`config.mk`:
```
export PLATFORM = sky130hd
export DESIGN_NAME = adder
export DESIGN_NICKNAME = d
export VERILOG_FILES = /design/src/rtl/adder_pkg.sv /design/src/rtl/adder_slice.sv /design/src/rtl/adder.sv
export SDC_FILE = /design/constraint.sdc
export NUM_CORES = 1
export LEC_CHECK = 0
export ABC_CLOCK_PERIOD_IN_PS = 1900
export CORE_UTILIZATION = 42
export CTS_CLUSTER_DIAMETER = 150
export DETAILED_ROUTE_END_ITERATION = 16
export PLACE_DENSITY = 0.85
export SETUP_SLACK_MARGIN = 0.2
export SLEW_MARGIN = 20
export SYNTH_ARGS = -nofsm -noshare
export SYNTH_HDL_FRONTEND = slang
export SYNTH_SLANG_ARGS = --single-unit
```
`constraint.sdc`:
```
create_clock -name clk -period 1.9 [get_ports clk]
set_input_delay 0.19 -clock clk [delete_from_list [all_inputs] [get_ports clk]]
set_output_delay 0.19 -clock clk [all_outputs]
set_load 0.02 [all_outputs]
```
`src/rtl/adder_pkg.sv`:
```
// rtl/adder_pkg.sv - shared width constants and sum type for the pipelined adder
package adder_pkg;

    localparam int WIDTH = 20;
    localparam int SPLIT = 10;

    typedef logic [WIDTH-1:0] sum_t;

endpackage

```
`src/rtl/adder_slice.sv`:
```
// rtl/adder_slice.sv - N-bit ripple add with carry-in and carry-out
module adder_slice #(
    parameter int N = 10
) (
    input  logic [N-1:0] a,
    input  logic [N-1:0] b,
    input  logic         cin,
    output logic [N-1:0] sum,
    output logic         cout
);

    logic [N:0] total;

    always_comb begin
        total = {1'b0, a} + {1'b0, b} + {{N{1'b0}}, cin};
        sum   = total[N-1:0];
        cout  = total[N];
    end

endmodule

```
`src/rtl/adder.sv`:
```
// rtl/adder.sv - two-stage pipelined unsigned adder with carry chain cut at SPLIT
module adder #(
    parameter int WIDTH = adder_pkg::WIDTH,
    parameter int SPLIT = adder_pkg::SPLIT
) (
    input  logic             clk,
    input  logic             rst,
    input  logic             in_valid,
    input  logic [WIDTH-1:0] a,
    input  logic [WIDTH-1:0] b,
    output logic             out_valid,
    output logic [WIDTH-1:0] c,
    output logic             cout
);

    localparam int HI = WIDTH - SPLIT;

    logic [SPLIT-1:0] s_lo_q, s_lo_d;
    logic             k1_q, k1_d;
    logic [HI-1:0]    a_hi_q, a_hi_d;
    logic [HI-1:0]    b_hi_q, b_hi_d;
    logic             v1_q, v1_d;
    logic [WIDTH-1:0] c_q, c_d;
    logic             cout_q, cout_d;
    logic             out_valid_q, out_valid_d;

    logic [SPLIT-1:0] lo_sum;
    logic             lo_cout;
    logic [HI-1:0]    hi_sum;
    logic             hi_cout;

    adder_slice #(.N(SPLIT)) u_lo (
        .a    (a[SPLIT-1:0]),
        .b    (b[SPLIT-1:0]),
        .cin  (1'b0),
        .sum  (lo_sum),
        .cout (lo_cout)
    );

    // Upper half finishes in stage 2 using the carry registered from the low half.
    adder_slice #(.N(HI)) u_hi (
        .a    (a_hi_q),
        .b    (b_hi_q),
        .cin  (k1_q),
        .sum  (hi_sum),
        .cout (hi_cout)
    );

    always_comb begin
        s_lo_d      = lo_sum;
        k1_d        = lo_cout;
        a_hi_d      = a[WIDTH-1:SPLIT];
        b_hi_d      = b[WIDTH-1:SPLIT];
        v1_d        = in_valid;
        c_d         = {hi_sum, s_lo_q};
        cout_d      = hi_cout;
        out_valid_d = v1_q;
    end

    always_ff @(posedge clk) begin
        if (rst) begin
            s_lo_q      <= '0;
            k1_q        <= 1'b0;
            a_hi_q      <= '0;
            b_hi_q      <= '0;
            v1_q        <= 1'b0;
            c_q         <= '0;
            cout_q      <= 1'b0;
            out_valid_q <= 1'b0;
        end else begin
            s_lo_q      <= s_lo_d;
            k1_q        <= k1_d;
            a_hi_q      <= a_hi_d;
            b_hi_q      <= b_hi_d;
            v1_q        <= v1_d;
            c_q         <= c_d;
            cout_q      <= cout_d;
            out_valid_q <= out_valid_d;
        end
    end

    assign out_valid = out_valid_q;
    assign c         = c_q;
    assign cout      = cout_q;

endmodule

```
==> flow_metrics.tcl, run 1 <==
set metrics [dict create \
    clk_path_buf_depth 2 \
    final.min_clock_period_ps 1880 \
    synth_area_per_cell_sq_um 9.83 \
    postRouteAntennaNets 0 \
    clkLatencyLatePin_ps 290 \
    worst_path_max_delay_cell "fa_2" \
    yosysSeqAreaShare 0.478 \
    routed-via-count 1787 \
    grt_pass1_wl_mm 7.00 \
    crit_family "compound AO/OA/AOI/OAI gates" \
    multi_input_area_sq_mm 0.00122 \
    path_buf_inv 1 \
    antenna_found_initial 0 \
    portBuffers 64 \
    routedWlPerCell_microns 11.2 \
    yosys-mux-area-fraction 0.00498 \
    leakage_nw 1.40 \
    cts_made_buffers 5 \
    peakVddDrop_mv 0.383 \
    syn_inst 230 \
    synthAdderAreaFrac 0.132 \
    synth_top_family_by_area "simple AND/OR/NAND/NOR gates" \
    drive_gt1_frac 0.158 \
    crit_arrival_ps 2060 \
    post-route-period-util 0.991 \
    dp_hpwl_mm 3.31 \
    drtPass1Iterations 4 \
    synth.distinct_cells 30 \
    maxCapViolations 0 \
    final-hold-violation-count 0 \
    ys_warn_count 0 \
    grt_start_max_net_pins 35 \
    start_kind "register" \
    final_net_count 374 \
    clock_sinks 54 \
    n_antenna_cell 0 \
    syn-num-nets 295 \
    hold_ws_ps 259 \
    coreArea_sq_mm 0.00514 \
    first_global_vias 1656 \
    start_util 0.440 \
    grt_overflow_total 0 \
    dieArea_sq_mm 0.00568 \
    gp_congestion 0.851 \
    worstRegToRegCells 7 \
    hp-class "in2reg" \
    status "complete, no violations" \
    worstSetupPathDepth 7 \
    nFillCells 436 \
    wl_mm 4.26 \
    endpoint_kind "register" \
    crit_fanout 3 \
    synth-compound-area-share 0.127 \
    area_delta_synth_final_pct 45.2 \
    max_freq_ghz 0.531 \
    rsz0062_at_grt "yes" \
    post-route-drc-count 0 \
    mostFrequentLayoutCells "59 x clkdlybuf4s50_1, 52 x dfxtp_1, 37 x nor2b_1" \
    rows 26 \
    syn_area_sq_mm 0.00226 \
    final_common_cell "clkdlybuf4s50_1" \
    clkTransAtPathRegs_ps 90 \
    fin_skew_ps 2.55 \
    slowest_delay_ps 390 \
    dr.first_iter.drc_count 85 \
    setup_viol 0 \
    fin_setup_tns_ps 0 \
    cts_tree "done" \
    p_per_area_mw_per_mm2 766 \
    route.met3.wl_microns 178 \
    die_y_microns 75.4 \
    crit_chain "fa_2 -> buf_4 -> a211oi_4 -> o21ai_2 -> o31ai_2 -> xor2_1 -> nor2_1" \
    met2_length_mm 2.10 \
    relSlewSlack 0.767 \
    routed.top_layer "met4" \
    synth_xor_area_frac 0.0310 \
    min_path_cells 2 \
    seqCellArea_sq_mm 0.00108 \
    wl_met1_mm 1.94 \
    detail_route.vias_per_cell 4.70 \
    grtUsageTotal 0.161 \
    die_x_microns 75.4 \
    yosys.area_share.simple 0.202 \
    cts_max_level 2 \
    critical_path_class "reg2reg" \
    yosys_register_bits 54 \
    report.final.slew_viol_count 0 \
    io_pins 65 \
    cts_hold_buf 0 \
    cts-root-buf "clkbuf_8" \
    worstPathRequired_ps 2080 \
    tightestPinTransition_ps 349 \
]
[synthesized netlist by cell type (all sizes together)]
cell	n	area, sq um
nor2	17	63.8
o31ai	3	27.5
o21ai	16	80.1
or2b	1	7.51
nand2b	1	6.26
and2b	1	7.51
fa	3	60.1
ha	19	238
nor3b	3	22.5
nand2	10	37.5
a21o	6	45.0
a31oi	1	6.26
xor2	5	43.8
a211oi	5	47.5
nand3	3	15.0
nor2b	38	238
dfxtp	54	1080
mux2	1	11.3
inv	9	33.8
and2	3	18.8
o2111ai	1	8.76
clkbuf	6	22.5
xnor2	3	26.3
a221oi	1	8.76
a21oi	12	63.8
nor3	8	40.0
[final timing paths]
path / slack, ps / start / to
setup reg to reg: 20 / b_hi_q[0]$_SDFF_PP0_ / c[17]$_SDFF_PP0_
setup / recovery: 20 / b_hi_q[0]$_SDFF_PP0_ / c[17]$_SDFF_PP0_
hold reg to reg: 440 / s_lo_q[9]$_SDFF_PP0_ / c[9]$_SDFF_PP0_
hold / removal: 260 / rst / s_lo_q[1]$_SDFF_PP0_
[registers in the layout, indices dropped and copies added (netlist names)]
register     cells
out_valid        1
b_hi_q          10
s_lo_q          10
c               20
a_hi_q          10
k1_q             1
cout             1
out_valid_d      1
[timing repair]
action,4_1_cts,5_1_grt
gates resized for setup,7,17
endpoints found under the setup margin,12,13
setup buffers,1,2
pin swaps,8,16
[final cells by class]
| class | instances | share of cell area |
|---|---|---|
| multi-input cells | 161 | 0.371 |
| repair buffers | 78 | 0.229 |
| well taps | 70 | 0.0267 |
| clock buffers | 8 | 0.0335 |
| flip-flops and latches | 54 | 0.330 |
| inverters | 9 | 0.0103 |
[where the power goes]
part           switching, mW  internal, mW  total [mW]  leakage (nW)
sequential            0.0243          1.22        1.24         0.449
combinational          0.258         0.311       0.570         0.897
clock                  0.332         0.368       0.700        0.0575
total                  0.614          1.90        2.51          1.40
[per-layer routing]
metal / vias to the layer above / GRT usage
met5: - / 0
li1: 930 / -
met4: 0 / 0.0391
met1: 804 / 0.198
met3: 4 / 0.0423
met2: 49 / 0.283
[per-stage QoR]
stage / cell area (sq um) / setup slack [ps] / util / total power, mW / instances
after global placement: 3060 / -151 / 0.595 / 1.79 / 369
after CTS: 3200 / 40.7 / 0.623 / 2.52 / 378
after floorplan: 2280 / 149 / - / 1.56 / 230
final: 3280 / 16.2 / 0.639 / 2.51 / 380
after global routing: 3280 / -45.9 / 0.639 / 2.66 / 380
after detailed placement: 3060 / -207 / 0.595 / 1.81 / 369
[cells by family (layout without fill, tap and decap cells)]
logic type / after synthesis / after routing
and+or+nand+nor: 85 / 85
DFF: 54 / 54
AOI/OAI and AO/OA: 45 / 45
adders and majority gates: 22 / 22
buffers and inverters: 15 / 95
xor gates and xnor gates: 8 / 8
muxes: 1 / 1
(Power assumes the default switching activity.)
==> inputs of run 2 (changes only) <==
--- a/config.mk
+++ b/config.mk
@@ -6,12 +6,14 @@
 export NUM_CORES = 1
 export LEC_CHECK = 0
 export ABC_CLOCK_PERIOD_IN_PS = 1900
-export CORE_UTILIZATION = 42
+export CORE_UTILIZATION = 43
+export CTS_BUF_LIST = sky130_fd_sc_hd__clkbuf_16
 export CTS_CLUSTER_DIAMETER = 150
 export DETAILED_ROUTE_END_ITERATION = 16
-export PLACE_DENSITY = 0.85
+export PLACE_DENSITY = 0.86
 export SETUP_SLACK_MARGIN = 0.2
 export SLEW_MARGIN = 20
 export SYNTH_ARGS = -nofsm -noshare
 export SYNTH_HDL_FRONTEND = slang
+export SYNTH_HIERARCHICAL = 1
 export SYNTH_SLANG_ARGS = --single-unit
==> run 2 against run 1 <==
Net effect: the run now ends with negative setup slack left; synthesized cell count decreased by 3.5%; first-iteration DRC count down 25%; sequential power hardly changed; critical path depth increased by 2; clock skew hardly changed; clock-buffer cell count down 3; fmax fell by 12%; final cell count decreased by 1.1%; die area increased by 0.27%; non-clock buffer count is 4 higher; combinational power rose by 12%.
==> flow_metrics.tcl, run 2 <==
set metrics [dict create \
    drive_gt1_frac 0.190 \
    yosysMostFrequentCell "nor2b_1" \
    grt_start_max_net_pins 29 \
    grt_overflow_total 0 \
    portBuffers 64 \
    grtUsageTotal 0.162 \
    clkTransAtPathRegs_ps 60 \
    synth_area_per_cell_sq_um 10.5 \
    syn_area_sq_mm 0.00232 \
    routedWlPerCell_microns 12.3 \
    routed-via-count 1758 \
    io_pins 65 \
    post-route-drc-count 0 \
    start_util 0.452 \
    synth_common_cells "56 x nor2b_1, 54 x dfxtp_1, 18 x ha_1" \
    syn-num-nets 287 \
    setup_ws_ps -230 \
    hold_ws_ps 303 \
    dp_hpwl_mm 3.18 \
    yosys.area_share.simple 0.208 \
    maxCapViolations 0 \
    yosys.area.top_type "dfxtp_1" \
    rsz0062_at_grt "yes" \
    hp-class "in2reg" \
    synth_top_cell_area_share 0.466 \
    area_delta_synth_final_pct 47.9 \
    max_freq_ghz 0.470 \
    antenna_found_initial 0 \
    ys.flop_type "dfxtp_1" \
    dieArea_sq_mm 0.00570 \
    final_net_count 371 \
    synth_top_family_by_area "simple AND/OR/NAND/NOR gates" \
    n_antenna_cell 0 \
    p_per_area_mw_per_mm2 832 \
    netlist_top_cells_area "dfxtp_1 47%, nor2b_1 15%, ha_1 9.7%, xnor2_1 4.5%, fa_1 3.5%" \
    detail_route.vias_per_cell 4.68 \
    cts_made_buffers 5 \
    synth_xor_area_frac 0.0604 \
    report.final.slew_viol_count 0 \
    crit_arrival_ps 2350 \
    cts-root-buf "clkbuf_16" \
    nFillCells 410 \
    synth.distinct_cells 25 \
    yosys-mux-area-fraction 0 \
    endpoint_kind "register" \
    gp_congestion 0.747 \
    final.min_clock_period_ps 2130 \
    synth-compound-area-share 0.109 \
    die_x_microns 75.5 \
    async_reset_ff_frac 0 \
    violations "negative setup slack" \
    yosysSeqAreaShare 0.466 \
    status "finished, violations left" \
    grt_pass1_wl_mm 6.86 \
    clk_path_buf_depth 2 \
    fin_skew_ps 2.46 \
    clock_sinks 54 \
    cts_tree "done" \
    wl_met1_mm 1.72 \
    dr.first_iter.drc_count 64 \
    synthAdderAreaFrac 0.132 \
    worstPathRequired_ps 2120 \
    peakVddDrop_mv 0.376 \
    yosys_register_bits 54 \
    first_global_vias 1643 \
    syn_inst 222 \
    largest_reg_flops 20 \
    fin_area_sq_mm 0.00343 \
    met2_length_mm 2.53 \
    setup_viol 4 \
    postPlaceCellArea_sq_mm 0.00312 \
    synth_edf_count 0 \
    drtPass1Iterations 4 \
    coreArea_sq_mm 0.00514 \
    worstRegToRegCells 9 \
    min_path_cells 3 \
    mostFrequentLayoutCells "53 x nor2b_1, 53 x clkdlybuf4s50_1, 52 x dfxtp_1" \
    wl_mm 4.61 \
    die_y_microns 75.5 \
    route.met3.wl_microns 307 \
    clkLatencyLatePin_ps 280 \
    cts_max_level 2 \
    post-route-period-util 1.12 \
    routed.top_layer "met4" \
    start_kind "register" \
    crit_fanout 2 \
    postRouteAntennaNets 0 \
    rows 26 \
    final-hold-violation-count 0 \
    leakage_nw 1.48 \
    ys_warn_count 6 \
    critical_path_class "reg2reg" \
]
-- run 2: critical path, cell delays in order, from the launching register on --
cell and delay, ps:
dfxtp_2 330, fa_2 410, inv_2 70, fa_2 190
nor2b_1 50, o21a_1 190, a31o_1 260, o41ai_2 240
xnor2_1 160, nor2b_2 170
-- run 2: cell type report --
cell class / count / area, sq um / area share
clock inverters: 2 / 33.8 / 0.00984
flip-flops and latches: 54 / 1080 / 0.316
clock buffers: 5 / 125 / 0.0364
repair buffers: 82 / 781 / 0.227
well taps: 70 / 87.6 / 0.0255
inverters: 8 / 30.0 / 0.00875
multi-input cells: 155 / 1290 / 0.376
-- run 2: metrics by stage --
step	utilization	power (mW)	instances	setup slack, ps	setup TNS, ps
3_5_place_dp	0.607	1.86	361	-521	-2090
3_3_place_gp	0.607	1.84	361	-460	-1710
4_1_cts	0.649	2.85	371	-172	-272
2_1_floorplan	-	1.61	222	-21.6	-21.6
6_report	0.668	2.86	376	-230	-398
5_1_grt	0.668	2.99	376	-314	-757
-- run 2: path summary, 6_finish.rpt --
path                        start                    to  slack, ps
min                          b[0]  s_lo_q[0]$_SDFF_PP0_        300
max          a_hi_q[0]$_SDFF_PP0_      c[18]$_SDFF_PP0_       -230
max reg2reg  a_hi_q[0]$_SDFF_PP0_      c[18]$_SDFF_PP0_       -230
min reg2reg  s_lo_q[8]$_SDFF_PP0_       c[8]$_SDFF_PP0_        440
-- run 2: timing repair --
item	4_1_cts	5_1_grt
pin swaps	15	8
hold buffers	0	0
buffers inserted	3	5
hold endpoints to repair	0	0
endpoints found under the setup margin	10	13
gates resized for setup	25	13
-- run 2: report_power, final --
part	total [mW]	leakage, nW	internal, mW	switching [mW]
Clock	0.968	0.0773	0.609	0.359
Sequential	1.25	0.449	1.23	0.0251
Combinational	0.636	0.949	0.366	0.269
-- run 2: logic make-up after synthesis --
| kind of cell | count (synthesis) |
|---|---|
| AND/OR/NAND/NOR | 80 |
| buffers and inverters | 13 |
| AO/OA/AOI/OAI | 36 |
| other | 1 |
| XOR/XNOR | 16 |
| adder cells (fa/ha/maj) | 22 |
| flip-flops | 54 |
-- run 2: metal layers --
metal / track usage / vias to the layer above
met4: 0.0597 / 0
met1: 0.155 / 796
met5: 0 / -
met2: 0.313 / 61
li1: - / 894
met3: 0.0608 / 7
